<file path="config.mk">
export PLATFORM = sky130hd
export DESIGN_NAME = mux_scan_reg
export DESIGN_NICKNAME = d
export VERILOG_FILES = /design/src/rtl/mux_scan_reg_pkg.sv /design/src/rtl/mux_scan_reg_rr_pick.sv /design/src/rtl/mux_scan_reg.sv
export SDC_FILE = /design/constraint.sdc
export NUM_CORES = 1
export LEC_CHECK = 0
export BUFFER_PORTS_ARGS = -buffer_cell sky130_fd_sc_hd__buf_2
export CAP_MARGIN = 40
export CORE_MARGIN = 4
export CORE_UTILIZATION = 54
export CTS_CLUSTER_DIAMETER = 200
export DETAILED_ROUTE_END_ITERATION = 10
export GPL_TIMING_DRIVEN = 1
export PLACE_DENSITY = 0.88
export SYNTH_ARGS = -nofsm -noshare
export SYNTH_HDL_FRONTEND = slang
export SYNTH_SLANG_ARGS = --single-unit
</file>
<file path="constraint.sdc">
create_clock -name clk -period 8.75 [get_ports clk]
set_input_delay 0.4375 -clock clk [delete_from_list [all_inputs] [get_ports clk]]
set_output_delay 0.4375 -clock clk [all_outputs]
set_load 0.1 [all_outputs]
</file>
<file path="src/rtl/mux_scan_reg_pkg.sv">
// Shared types and helpers for the registered scan multiplexer.
// Imported by mux_scan_reg and rr_pick.
package mux_scan_pkg;

  typedef enum logic {
    MODE_DIRECT = 1'b0,
    MODE_SCAN   = 1'b1
  } mode_e;

  localparam int MAX_W    = 64;
  localparam int MAX_BITS = 4096;

  // Channels past the packed vector read as zero, which
  // gives out-of-range selects their all-zero data.
  function automatic logic [MAX_W-1:0] ch_slice(
    input logic [MAX_BITS-1:0] din,
    input int unsigned         c,
    input int unsigned         w
  );
    return MAX_W'(din >> (c * w));
  endfunction

endpackage

</file>
<file path="src/rtl/mux_scan_reg_rr_pick.sv">
// Wrap-around first-set search starting at ptr.
// Rotates the doubled mask, then priority-encodes from bit 0.
module rr_pick
  import mux_scan_pkg::*;
#(
  parameter  int N_CH  = 8,
  localparam int SEL_W = $clog2(N_CH)
) (
  input  logic [N_CH-1:0]  mask,
  input  logic [SEL_W-1:0] ptr,
  output logic             found,
  output logic [SEL_W-1:0] idx
);

  logic [N_CH-1:0]  rot;
  logic [SEL_W-1:0] off;
  logic [SEL_W:0]   sum;

  always_comb begin
    rot   = N_CH'({mask, mask} >> ptr);
    found = 1'b0;
    off   = '0;
    for (int i = N_CH - 1; i >= 0; i--) begin
      if (rot[i]) begin
        found = 1'b1;
        off   = SEL_W'(i);
      end
    end
    sum = {1'b0, ptr} + {1'b0, off};
    if (sum >= (SEL_W+1)'(N_CH))
      idx = SEL_W'(sum - (SEL_W+1)'(N_CH));
    else
      idx = sum[SEL_W-1:0];
  end

endmodule

</file>
<file path="src/rtl/mux_scan_reg.sv">
// Registered N-channel mux with direct/scan channel choice
// and a valid/ready output that holds while stalled.
module mux_scan_reg
  import mux_scan_pkg::*;
#(
  parameter  int N_CH  = 8,
  parameter  int W     = 1,
  localparam int SEL_W = $clog2(N_CH)
) (
  input  logic              clk,
  input  logic              rst,
  input  logic [N_CH*W-1:0] din,
  input  logic [SEL_W-1:0]  sel,
  input  logic              mode,
  input  logic [N_CH-1:0]   ch_mask,
  input  logic              en,
  input  logic              out_ready,
  output logic              out_valid,
  output logic [W-1:0]      dout,
  output logic [SEL_W-1:0]  out_ch
);

  logic [SEL_W-1:0] ptr;
  logic [SEL_W-1:0] ptr_nxt;
  logic [SEL_W-1:0] pick_idx;
  logic             pick_found;
  logic [SEL_W-1:0] chan;
  logic [W-1:0]     data_nxt;
  logic             scan;
  logic             have_ch;
  logic             free;
  logic             stall;
  logic             load;

  rr_pick #(.N_CH(N_CH)) u_pick (
    .mask  (ch_mask),
    .ptr   (ptr),
    .found (pick_found),
    .idx   (pick_idx)
  );

  always_comb begin
    scan     = (mode == MODE_SCAN);
    have_ch  = scan ? pick_found : 1'b1;
    chan     = scan ? pick_idx : sel;
    free     = !out_valid || out_ready;
    stall    = !free;
    load     = en && free && have_ch;
    data_nxt = W'(ch_slice(MAX_BITS'(din), 32'(chan), W));
    ptr_nxt  = '0;
    if (scan) begin
      ptr_nxt = ptr;
      if (load)
        ptr_nxt = (chan == SEL_W'(N_CH - 1)) ? '0
                                             : chan + SEL_W'(1);
    end
  end

  // Direct mode parks ptr at 0 unless a stall freezes it.
  always_ff @(posedge clk) begin
    if (rst) begin
      out_valid <= 1'b0;
      dout      <= '0;
      out_ch    <= '0;
      ptr       <= '0;
    end else begin
      if (load) begin
        out_valid <= 1'b1;
        dout      <= data_nxt;
        out_ch    <= chan;
      end else if (out_ready) begin
        out_valid <= 1'b0;
      end
      if (!stall)
        ptr <= ptr_nxt;
    end
  end

endmodule

</file>
==> summary.md, run 1 <==
| Metric | Value |
|---|---|
| Seq. cell area | `160.2 um2` |
| Syn Nets | `147` |
| GP Congestion | `0.8104` |
| Nets | `around 180` |
| Worst-Margin Slew | `0.7103 ns` |
| Vias per cell | `around 6.3` |
| Postcts setup bufs | `0` |
| Power Dens Cells | `128.3 nW/um2` |
| Die height | `49.66 um` |
| Synthesized flop and latch total | `8` |
| Post-Route Setup TNS | `0 ns` |
| Layout cells sized above 1 | `0.3103` |
| Hold Path Origin | `out_ch[2]` |
| Switching part of the total power | `0.4199` |
| Worst Setup Start Kind | `register` |
| H-tree Lvls | `1` |
| Combinational share of power | `0.494` |
| Initial antenna violation count | `0` |
| Switching power | `just under 60 uW` |
| PostCTS Resize Cnt | `0` |
| Worst path arrival time | `4.14 ns` |
| Chip width | `between 40 and 50 um` |
| Clock Path Buffers | `2` |
| Root buffer selected by CTS | `clkbuf_4` |
| Setup Crit Path Kind | `register to register` |
| Maximum vdd drop | `0.1381 mV` |
| Clock Power Share | `0.193` |
| Final Instance Area | `1096 um2` |
| Most instantiated cells after synthesis | `nor2_1, a21oi_1, mux2i_1, nand2_1, dfxtp_1` |
| Final Hold Viols | `0` |
| Mean Syn Cell Area | `around 8 um2` |
| DR iter-0 viols | `32` |
| Antenna-violating nets left | `0` |
| Core area | `1577 um2` |
| Slew margin rel. | `0.5258` |
| Die ar. | `2466 um2` |
| CTS tree | `done` |
| CTS clk-pin slew, worst paths | `0.05 ns` |
| DRC violations left | `0` |
| Distinct cells, synth | `38` |
| Critical R2R Launch | `ptr[0]` |
| Mapped Area | `937.1 um2` |
| Clk_lat worst skew | `0.25 ns` |
| Detailed-route wire length | `2.315 mm` |
| Initial Util | `0.5944` |
| Final min period | `between 4 and 5 ns` |
| Post-CTS Hold Fix Bufs | `0` |
| Seq pwr share | `0.313` |
| Synth top area cells | `dfxtp_1, mux2i_1, mux2_2` |
| CP Capture Type | `register` |
| TritonCTS buffer count | `3` |
| Ys Warns | `0` |
| Register area share after synthesis | `0.1709` |
| DP HPWL | `1.897 mm` |
| Most common cell in the netlist | `nor2_1` |
| Final setup viols | `0` |
| Area after DPL | `around 1100 um2` |
| Lkg Pwr | `about 0.00046 uW` |
| Setup Skew | `between 0.003 and 0.004 ns` |
| Largest net degree at the start of global routing | `22` |
| Pint | `81.59 uW` |
| Flop-to-flop setup slack | `4.74 ns` |
| RSZ-0062 raised after global routing | `no` |
| Multi-input logic area | `slightly above 700 um2` |
| Global-route wire length before repair | `4.057 mm` |
| Drt pass-1 iters | `4` |
| Status | `finished, final reports clean` |
| Hold Crit Class | `register to register` |
| Prevailing post-synth register cell | `dfxtp_1` |
| Post-synth top area share | `0.1709` |
| Ant. Diodes | `0` |
| Area leader, netlist | `dfxtp_1` |
| Port bufs | `28` |
| Total grt overflow | `0` |
| Crit Path Max Fanout | `21` |
| Post-synthesis async set-or-reset flop share | `0` |
| Max-cap viol count | `0` |
| Vias post-DR | `1008` |
| Post-synth EDFFs | `0` |
| Vias in the first global route | `998` |
| WP data required | `8.87 ns` |
| Fill cells | `135` |
| Clk sinks | `8` |
| Cells after synthesis | `~120` |
| Area grow syn2layout | `16.96%` |
| Beginning of the critical path | `ptr[0]` |
| F_max | `249.2 MHz` |
| Fin crit share | `0.4587` |
| GRT Overall Usage | `0.2062` |
| I/O pin count | `29` |
| Mean routed wirelength per cell | `14.38 um` |
| Rows | `14` |
| Final Slew Violations | `0` |
-- cells by family after synthesis --
kind of cell    count (synthesis)  synth area share
compound gates                 37            0.2831
fa+ha+maj                       4           0.06142
buf+inv                        12           0.05340
flops                           8            0.1709
mux                            19            0.2403
simple gates                   39            0.1909
-- routing by layer --
metal,global-route usage,routed length [um]
met5,0,0
met4,0.07373,15
met3,0.05422,143
met2,0.3855,1195
met1,0.2179,961
-- critical path, cell delays in order (launching register included) --
cell	delay (ns)
dfxtp_1	0.77
clkinv_1	0.33
o21ai_0	0.30
a21boi_0	0.12
o21ai_0	0.19
a211oi_1	0.10
a31o_2	0.22
ha_1	0.17
inv_1	0.06
fa_1	0.41
o21ai_1	0.40
mux2_2	0.39
nor2_1	0.09
a21oi_1	0.05
mux2i_1	0.18
a211oi_2	0.09
-- sequential cells by signal, indices dropped and copies added (netlist names) --
signal and cells:
dout 1, out_ch 3, out_valid 1, ptr 3
-- final timing paths --
check,to,depth (start not counted)
max,dout,15
min reg2reg,out_ch[2],2
min,out_ch[2],2
max reg2reg,dout,15
-- area by class of cell --
type,instances,area share
repair buffers,28,0.1279
flip-flops and latches,8,0.1461
multi-input cells,99,0.6632
inverters,7,0.02397
clock buffers,3,0.02055
well taps,16,0.01826
-- layout by cell type (no fill, tap or decap) --
cell type   n
a211o_1     1
a211oi_1    4
a211oi_2    2
a21boi_0    1
a21oi_1    10
a22oi_1     1
a2bb2oi_1   2
a31o_2      1
a31oi_1     1
a32o_1      1
buf_2      28
clkbuf_4    3
clkinv_1    1
dfxtp_1     8
fa_1        1
ha_1        3
inv_1       5
inv_2       1
mux2_1      1
mux2_2      7
mux2i_1     9
mux4_2      2
nand2_1     9
nand2b_1    3
nand3_1     5
nand3b_1    1
nor2_1     15
nor2b_1     2
nor3_1      2
o2111ai_1   1
o211a_1     1
o211ai_1    2
o21ai_0     6
o21ai_1     1
o221ai_1    1
o311ai_2    1
or2b_1      1
or4_1       1
-- power by group through the flow --
| stage | clock network [uW] | registers [uW] | logic [uW] |
|---|---|---|---|
| final | 27.1 | 44.0 | 69.5 |
| after CTS | 28.3 | 43.9 | 69.3 |
| after detailed placement | 0 | 44.6 | 68.9 |
| after global routing | 31.2 | 44.4 | 76.4 |
| after global placement | 0 | 44.3 | 66.7 |
| after floorplan | 0 | 56.2 | 41.4 |
-- stage by stage --
stage	std cells	hold slack [ns]	power, uW	worst slack (ns)	utilization
final	161	0.4499	140.6	4.737	0.6952
after global routing	161	0.4722	152.1	4.443	0.6952
after CTS	161	0.4541	141.6	4.733	0.6952
after detailed placement	158	0.4472	113.5	4.781	0.6810
after global placement	158	0.4418	111.1	4.908	0.6810
after floorplan	119	0.5175	97.54	5.176	-
Power figures use the tool's default switching activity.
==> run 2: changes to the inputs <==
Settings changed: ABC_AREA set to 1, CORE_UTILIZATION 54 to 47, PLACE_DENSITY 0.88 to 0.8.
Clock period 8.75 ns to 3.45 ns, I/O delays scaled along.
==> run 2 against run 1 <==
Worst setup slack got worse by 4.4 ns. Non-clock buffer count stayed put. Global-route usage decreased by 0.91 points. Fmax increased by 30%. Register-to-register slack worse by 4.4 ns. Routed wire length grew 11%. Combinational power rose to 4.2 times the previous value. Count of clock-buffer cells in the layout stayed put. Synthesized cell count increased by 34%. Critical path depth up 4. Power rose to 3.5 times the previous value. Highest routed layer unchanged.
==> summary.md, run 2 <==
| Metric | Value |
|---|---|
| CP Capture Type | `register` |
| Chip width | `54.67 um` |
| PnR worst setup slack | `about 0.36 ns` |
| Setup Crit Path Kind | `register to register` |
| Global-route wire length before repair | `approximately 4.3 mm` |
| Die ar. | `2988 um2` |
| Initial Util | `0.5062` |
| Lkg Pwr | `between 0.0005 and 0.0006 uW` |
| Regs by FF count | `out_ch x3, ptr x3` |
| Synthesized flop and latch total | `8` |
| Power Dens Cells | `409.7 nW/um2` |
| WP data required | `3.64 ns` |
| Syn Nets | `between 150 and 200` |
| Post-synth top area share | `0.1565` |
| Synth top area cells | `dfxtp_1, nand2_1, nand3_1` |
| Mean routed wirelength per cell | `12.06 um` |
| Post-synth EDFFs | `0` |
| Final Hold Viols | `0` |
| Post-CTS Hold Fix Bufs | `0` |
| Initial antenna violation count | `0` |
| Post-Route Setup TNS | `0 ns` |
| GRT Overall Usage | `0.1971` |
| Seq pwr share | `0.245` |
| Fin crit share | `0.8954` |
| Layout cells sized above 1 | `0.3690` |
| Clock Power Share | `0.155` |
| H-tree Lvls | `1` |
| Root buffer selected by CTS | `clkbuf_4` |
| F_max | `roughly 320 MHz` |
| Vias in the first global route | `1067` |
| Slew margin rel. | `0.6769` |
| Setup Skew | `0.003754 ns` |
| Clk sinks | `8` |
| Final Instance Area | `1187 um2` |
| Hold Crit Class | `input port to register` |
| TritonCTS buffer count | `3` |
| Area grow syn2layout | `16.01%` |
| Clk_lat worst skew | `between 0.2 and 0.3 ns` |
| Clock Path Buffers | `2` |
| CTS clk-pin slew, worst paths | `0.05 ns` |
| Util after Layout | `0.5873` |
| Detailed-route wire length | `2.581 mm` |
| Antenna-violating nets left | `0` |
| Commonest non-fill, non-tap cell in the layout | `nand2_1` |
| Nets | `217` |
| Maximum vdd drop | `0.3079 mV` |
| Ys Warns | `0` |
| Rows | `16` |
| Largest net degree at the start of global routing | `12` |
| Area leader, netlist | `dfxtp_1` |
| Worst-Margin Slew | `0.4880 ns` |
| I/O pin count | `29` |
| DRC violations left | `0` |
| DP HPWL | `2.079 mm` |
| Area after DPL | `1156 um2` |
| Distinct cells, synth | `31` |
| Crit Path Max Fanout | `11` |
| Total grt overflow | `0` |
| Prevailing post-synth register cell | `dfxtp_1` |
| Register area share after synthesis | `0.1565` |
| GP Congestion | `0.8879` |
| Final min period | `3.089 ns` |
| Most instantiated cells after synthesis | `nand2_1, nand3_1, nand2_2, inv_1, nor2_1` |
| Commonest cells after routing, fill and taps aside | `nand2_1, buf_2, nand3_1, nand2_2, inv_1` |
| Post-synthesis async set-or-reset flop share | `0` |
| Switching power | `248.3 uW` |
| Mapped Area | `1023 um2` |
| Mean Syn Cell Area | `roughly 6.4 um2` |
| Worst Setup Start Kind | `register` |
| Final Slew Violations | `0` |
| Vias per cell | `5.397` |
| DR iter-0 viols | `33` |
| Pre-CTS setup slack | `0.1137 ns` |
| Status | `finished, final reports clean` |
| Vias post-DR | `1155` |
| Hold slack | `roughly 0.17 ns` |
| Die height | `~55 um` |
| Core area | `2022 um2` |
| Postcts setup bufs | `0` |
| RSZ-0062 raised after global routing | `no` |
| Port bufs | `28` |
| Combinational share of power | `0.600` |
| Fill cells | `210` |
| CTS tree | `done` |
| Worst path arrival time | `3.28 ns` |
| Max-cap viol count | `0` |
| Cells after synthesis | `160` |
| Final setup viols | `0` |
| Ant. Diodes | `0` |
| Most common cell in the netlist | `nand2_1` |
| Pint | `238.2 uW` |
| PostCTS Resize Cnt | `0` |
| Drt pass-1 iters | `4` |
| Switching part of the total power | `0.5103` |
[run 2: worst max-delay path, cell delays in order, from the launching register on]
cell	delay, ns
dfxtp_4	0.39
inv_6	0.11
nand2_2	0.07
nand3_1	0.10
nand3_1	0.08
nand2_1	0.14
a31oi_1	0.06
o21ai_0	0.14
nand2_1	0.07
a21boi_0	0.17
ha_1	0.17
inv_1	0.05
fa_1	0.48
nand2_1	0.06
o21ai_1	0.15
inv_1	0.11
ha_1	0.21
ha_1	0.27
nand3_1	0.07
a21oi_1	0.13
[run 2: final timing paths]
check                                 end  depth (start not counted)       from  slack, ns
worst max-delay path               ptr[2]                         19     ptr[0]       0.36
worst min-delay path               ptr[1]                          2        rst       0.17
worst max register to register     ptr[2]                         19     ptr[0]       0.36
worst min register to register  out_ch[1]                          2  out_ch[1]       0.50
[run 2: cell families after synthesis]
family          count (synthesis)  share of synthesized area
compound gates                 22                     0.1271
xor+xnor                        1                   0.008559
fa+ha+maj                       4                    0.05624
buf+inv                        18                     0.1015
flops                           8                     0.1565
simple gates                  107                     0.5501
[run 2: final cells by class]
class	count	area, um2	area share
multi-input cells	134	759.5	0.6396
repair buffers	28	140.1	0.1180
inverters	14	62.56	0.05269
flip-flops and latches	8	168.9	0.1423
clock buffers	3	22.52	0.01897
well taps	27	33.78	0.02845
[run 2: power by group through the flow]
stage / sequential (uW) / clock (uW) / combinational, uW
4_1_cts: 118 / 75.2 / 289
5_1_grt: 121 / 79.9 / 327
2_1_floorplan: 153 / 0 / 202
3_3_place_gp: 119 / 0 / 278
6_report: 119 / 75.4 / 292
3_5_place_dp: 120 / 0 / 285
[run 2: metrics by stage]
stage / power, uW / std cells
finish: 486.5 / 214
global route: 528.0 / 214
CTS: 482.7 / 214
detailed placement: 405.2 / 211
global placement: 397.5 / 211
floorplan: 354.7 / 160
[run 2: per-layer routing]
layer | GRT usage | part of all wire
met5 | 0 | 0
met4 | 0.09544 | 0.017
met3 | 0.01635 | 0.048
met2 | 0.3583 | 0.51
met1 | 0.2269 | 0.42
==> run 3: changes to the inputs <==
Settings changed: ABC_AREA 1 to unset, CORE_UTILIZATION 47 to 45, PLACE_DENSITY 0.8 to 0.78.
==> run 3 against run 2 <==
Fmax is 10% lower. Critical path depth is 3 lower. Worst setup slack worse by 0.34 ns. Clock power is 2% lower. Worst hold slack better by 0.019 ns.
==> summary.md, run 3 (synthesis gave the netlist of run 1 again) <==
| Metric | Value |
|---|---|
| RSZ-0062 raised after global routing | `yes` |
| Vias in the first global route | `986` |
| Worst r2r dst | `ptr[0]` |
| Worst-Margin Slew | `~0.52 ns` |
| Pint | `~240 uW` |
| Commonest cells after routing, fill and taps aside | `buf_2, nor2_1, nand2_1, buf_4, a21oi_1` |
| Total grt overflow | `0` |
| Clk sinks | `8` |
| Postcts setup bufs | `0` |
| Worst path arrival time | `3.62 ns` |
| Worst Setup Start Kind | `register` |
| Placed cell count | `between 150 and 200` |
| WHS Endpoint | `ptr[0]` |
| Final min period | `3.431 ns` |
| Hold Crit Class | `input port to register` |
| Cell mode on critical path | `ha_4` |
| Commonest non-fill, non-tap cell in the layout | `buf_2` |
| Switching power | `177.0 uW` |
| Initial antenna violation count | `0` |
| Finished Layout Cells | `approximately 180` |
| WP buf/inv | `2` |
| Post-CTS Hold Fix Bufs | `0` |
| Worst reg-to-reg path cell count | `16` |
| CP peak stage delay | `0.47 ns` |
| Hold Path Origin | `rst` |
| Hold slack | `about 0.19 ns` |
| CTS tree | `done` |
| Nets | `about 180` |
| Setup Skew | `0.002406 ns` |
| Ant. Diodes | `0` |
| Crit Path Max Fanout | `6` |
| Initial Util | `0.4777` |
| Flop-to-flop setup slack | `0.02 ns` |
| Final Instance Area | `1305 um2` |
| Setup Crit Path Kind | `register to register` |
| Power Dens Cells | `approximately 320 nW/um2` |
| Critical R2R Launch | `ptr[1]` |
| I/O pin count | `29` |
| Final setup viols | `0` |
| Max-cap viol count | `0` |
| Area after DPL | `1156 um2` |
| Die ar. | `around 2900 um2` |
| Die height | `53.64 um` |
| GRT Overall Usage | `0.2042` |
| Lkg Pwr | `0.0005347 uW` |
| GP Congestion | `between 0.8 and 0.9` |
| DP HPWL | `2.093 mm` |
| Slew margin rel. | `0.6506` |
| Combinational share of power | `0.562` |
| WP data required | `between 3 and 4 ns` |
| Layout cells sized above 1 | `0.4805` |
| Global-route wire length before repair | `between 4 and 5 mm` |
| Mean routed wirelength per cell | `16.02 um` |
| F_max | `approximately 300 MHz` |
| Switching part of the total power | `0.4278` |
| Worst-path cell with the longest stage delay | `or4_4` |
| Hold Crit Depth | `2` |
| H-tree Lvls | `1` |
| Vias per cell | `between 5 and 6` |
| Clock Power Share | `0.179` |
| Final Hold Viols | `0` |
| Maximum vdd drop | `0.2953 mV` |
| Status | `finished, final reports clean` |
| DRC violations left | `0` |
| Final Slew Violations | `0` |
| CP Capture Type | `register` |
| Clk_lat worst skew | `~0.26 ns` |
| DR iter-0 viols | `24` |
| Rows | `16` |
| Port bufs | `28` |
| Seq pwr share | `0.259` |
| Drt pass-1 iters | `4` |
| Clock Path Buffers | `2` |
| Largest net degree at the start of global routing | `11` |
| Area grow syn2layout | `39.25%` |
| Regs by FF count | `out_ch x3, ptr x3` |
| Crit-path leading delay family | `compound AO/OA/AOI/OAI gates` |
| TritonCTS buffer count | `3` |
| Detailed-route wire length | `2.899 mm` |
| Fin crit share | `0.9946` |
| Antenna-violating nets left | `0` |
| Chip width | `about 54 um` |
| Core area | `1962 um2` |
| CTS clk-pin slew, worst paths | `0.06 ns` |
| Vias post-DR | `roughly 1100` |
| Root buffer selected by CTS | `clkbuf_4` |
| Critical path, cell by cell | `buf_8 > mux2_2 > a31oi_2 > a21boi_1 > o21ai_1 > a211oi_2 > a31o_2 > ha_4 > inv_2 > fa_2 > nand2b_4 > a2bb2oi_2 > o311ai_2 > ha_4 > or4_4 > a21oi_2` |
-- run 3: through the flow --
stage / power (uW) / worst slack, ns / TNS [ns] / util
after global placement: 298.2 / 0.06860 / 0 / 0.5893
after global routing: 440.7 / -0.1230 / -0.1846 / 0.6652
final: 413.6 / 0.01873 / 0 / 0.6652
after floorplan: 248.7 / 0.01509 / 0 / -
after CTS: 381.2 / 0.004673 / 0 / 0.6110
after detailed placement: 304.9 / -0.05769 / -0.1121 / 0.5893
-- run 3: timing repair --
item / in CTS / in global routing
gates resized for setup: 5 / 28
pin swaps: 2 / 9
setup endpoints to repair: 2 / 2
-- run 3: worst max-delay path by stage --
| stage | startpoint | end | slack, ns | depth (start not counted) |
|---|---|---|---|---|
| floorplan | ptr[1] | ptr[0] | 0.02 | 16 |
| global placement | ptr[1] | dout | 0.07 | 16 |
| detailed placement | ptr[1] | ptr[0] | -0.06 | 16 |
| CTS | ptr[1] | ptr[0] | 0.005 | 14 |
| global route | ptr[1] | ptr[0] | -0.12 | 16 |
| finish | ptr[1] | ptr[0] | 0.02 | 16 |
-- run 3: layout make-up --
class / count / area (um2)
Inverter: 7 / 26.28
Timing Repair Buffer: 37 / 215.2
Fill cell: 158 / 656.9
Tap cell: 27 / 33.78
Clock buffer: 3 / 22.52
Sequential cell: 8 / 165.2
Multi-Input combinational cell: 99 / 842.1
-- run 3: power by group through the flow --
stage	sequential (uW)	clock [uW]	combinational (uW)
after floorplan	143	0	106
after global placement	108	0	190
after detailed placement	108	0	197
after CTS	106	74.5	200
after global routing	108	83.1	249
final	107	74.0	232
-- run 3: worst reg2reg max path, cell delays in order (launching register included) --
cell	delay (ns)
dfxtp_4	0.38
buf_8	0.14
mux2_2	0.37
a31oi_2	0.19
a21boi_1	0.08
o21ai_1	0.16
a211oi_2	0.09
a31o_2	0.24
ha_4	0.15
inv_2	0.06
fa_2	0.23
nand2b_4	0.14
a2bb2oi_2	0.14
o311ai_2	0.18
ha_4	0.21
or4_4	0.47
a21oi_2	0.13
-- run 3: per-layer routing --
layer	part of all wire	GRT usage	vias up	wire, um
met5	0	0	-	0
met1	0.41	0.2521	523	1190
met3	0.057	0.04155	11	165
met2	0.50	0.3408	33	1463
li1	-	-	518	-
met4	0.028	0.08936	0	80
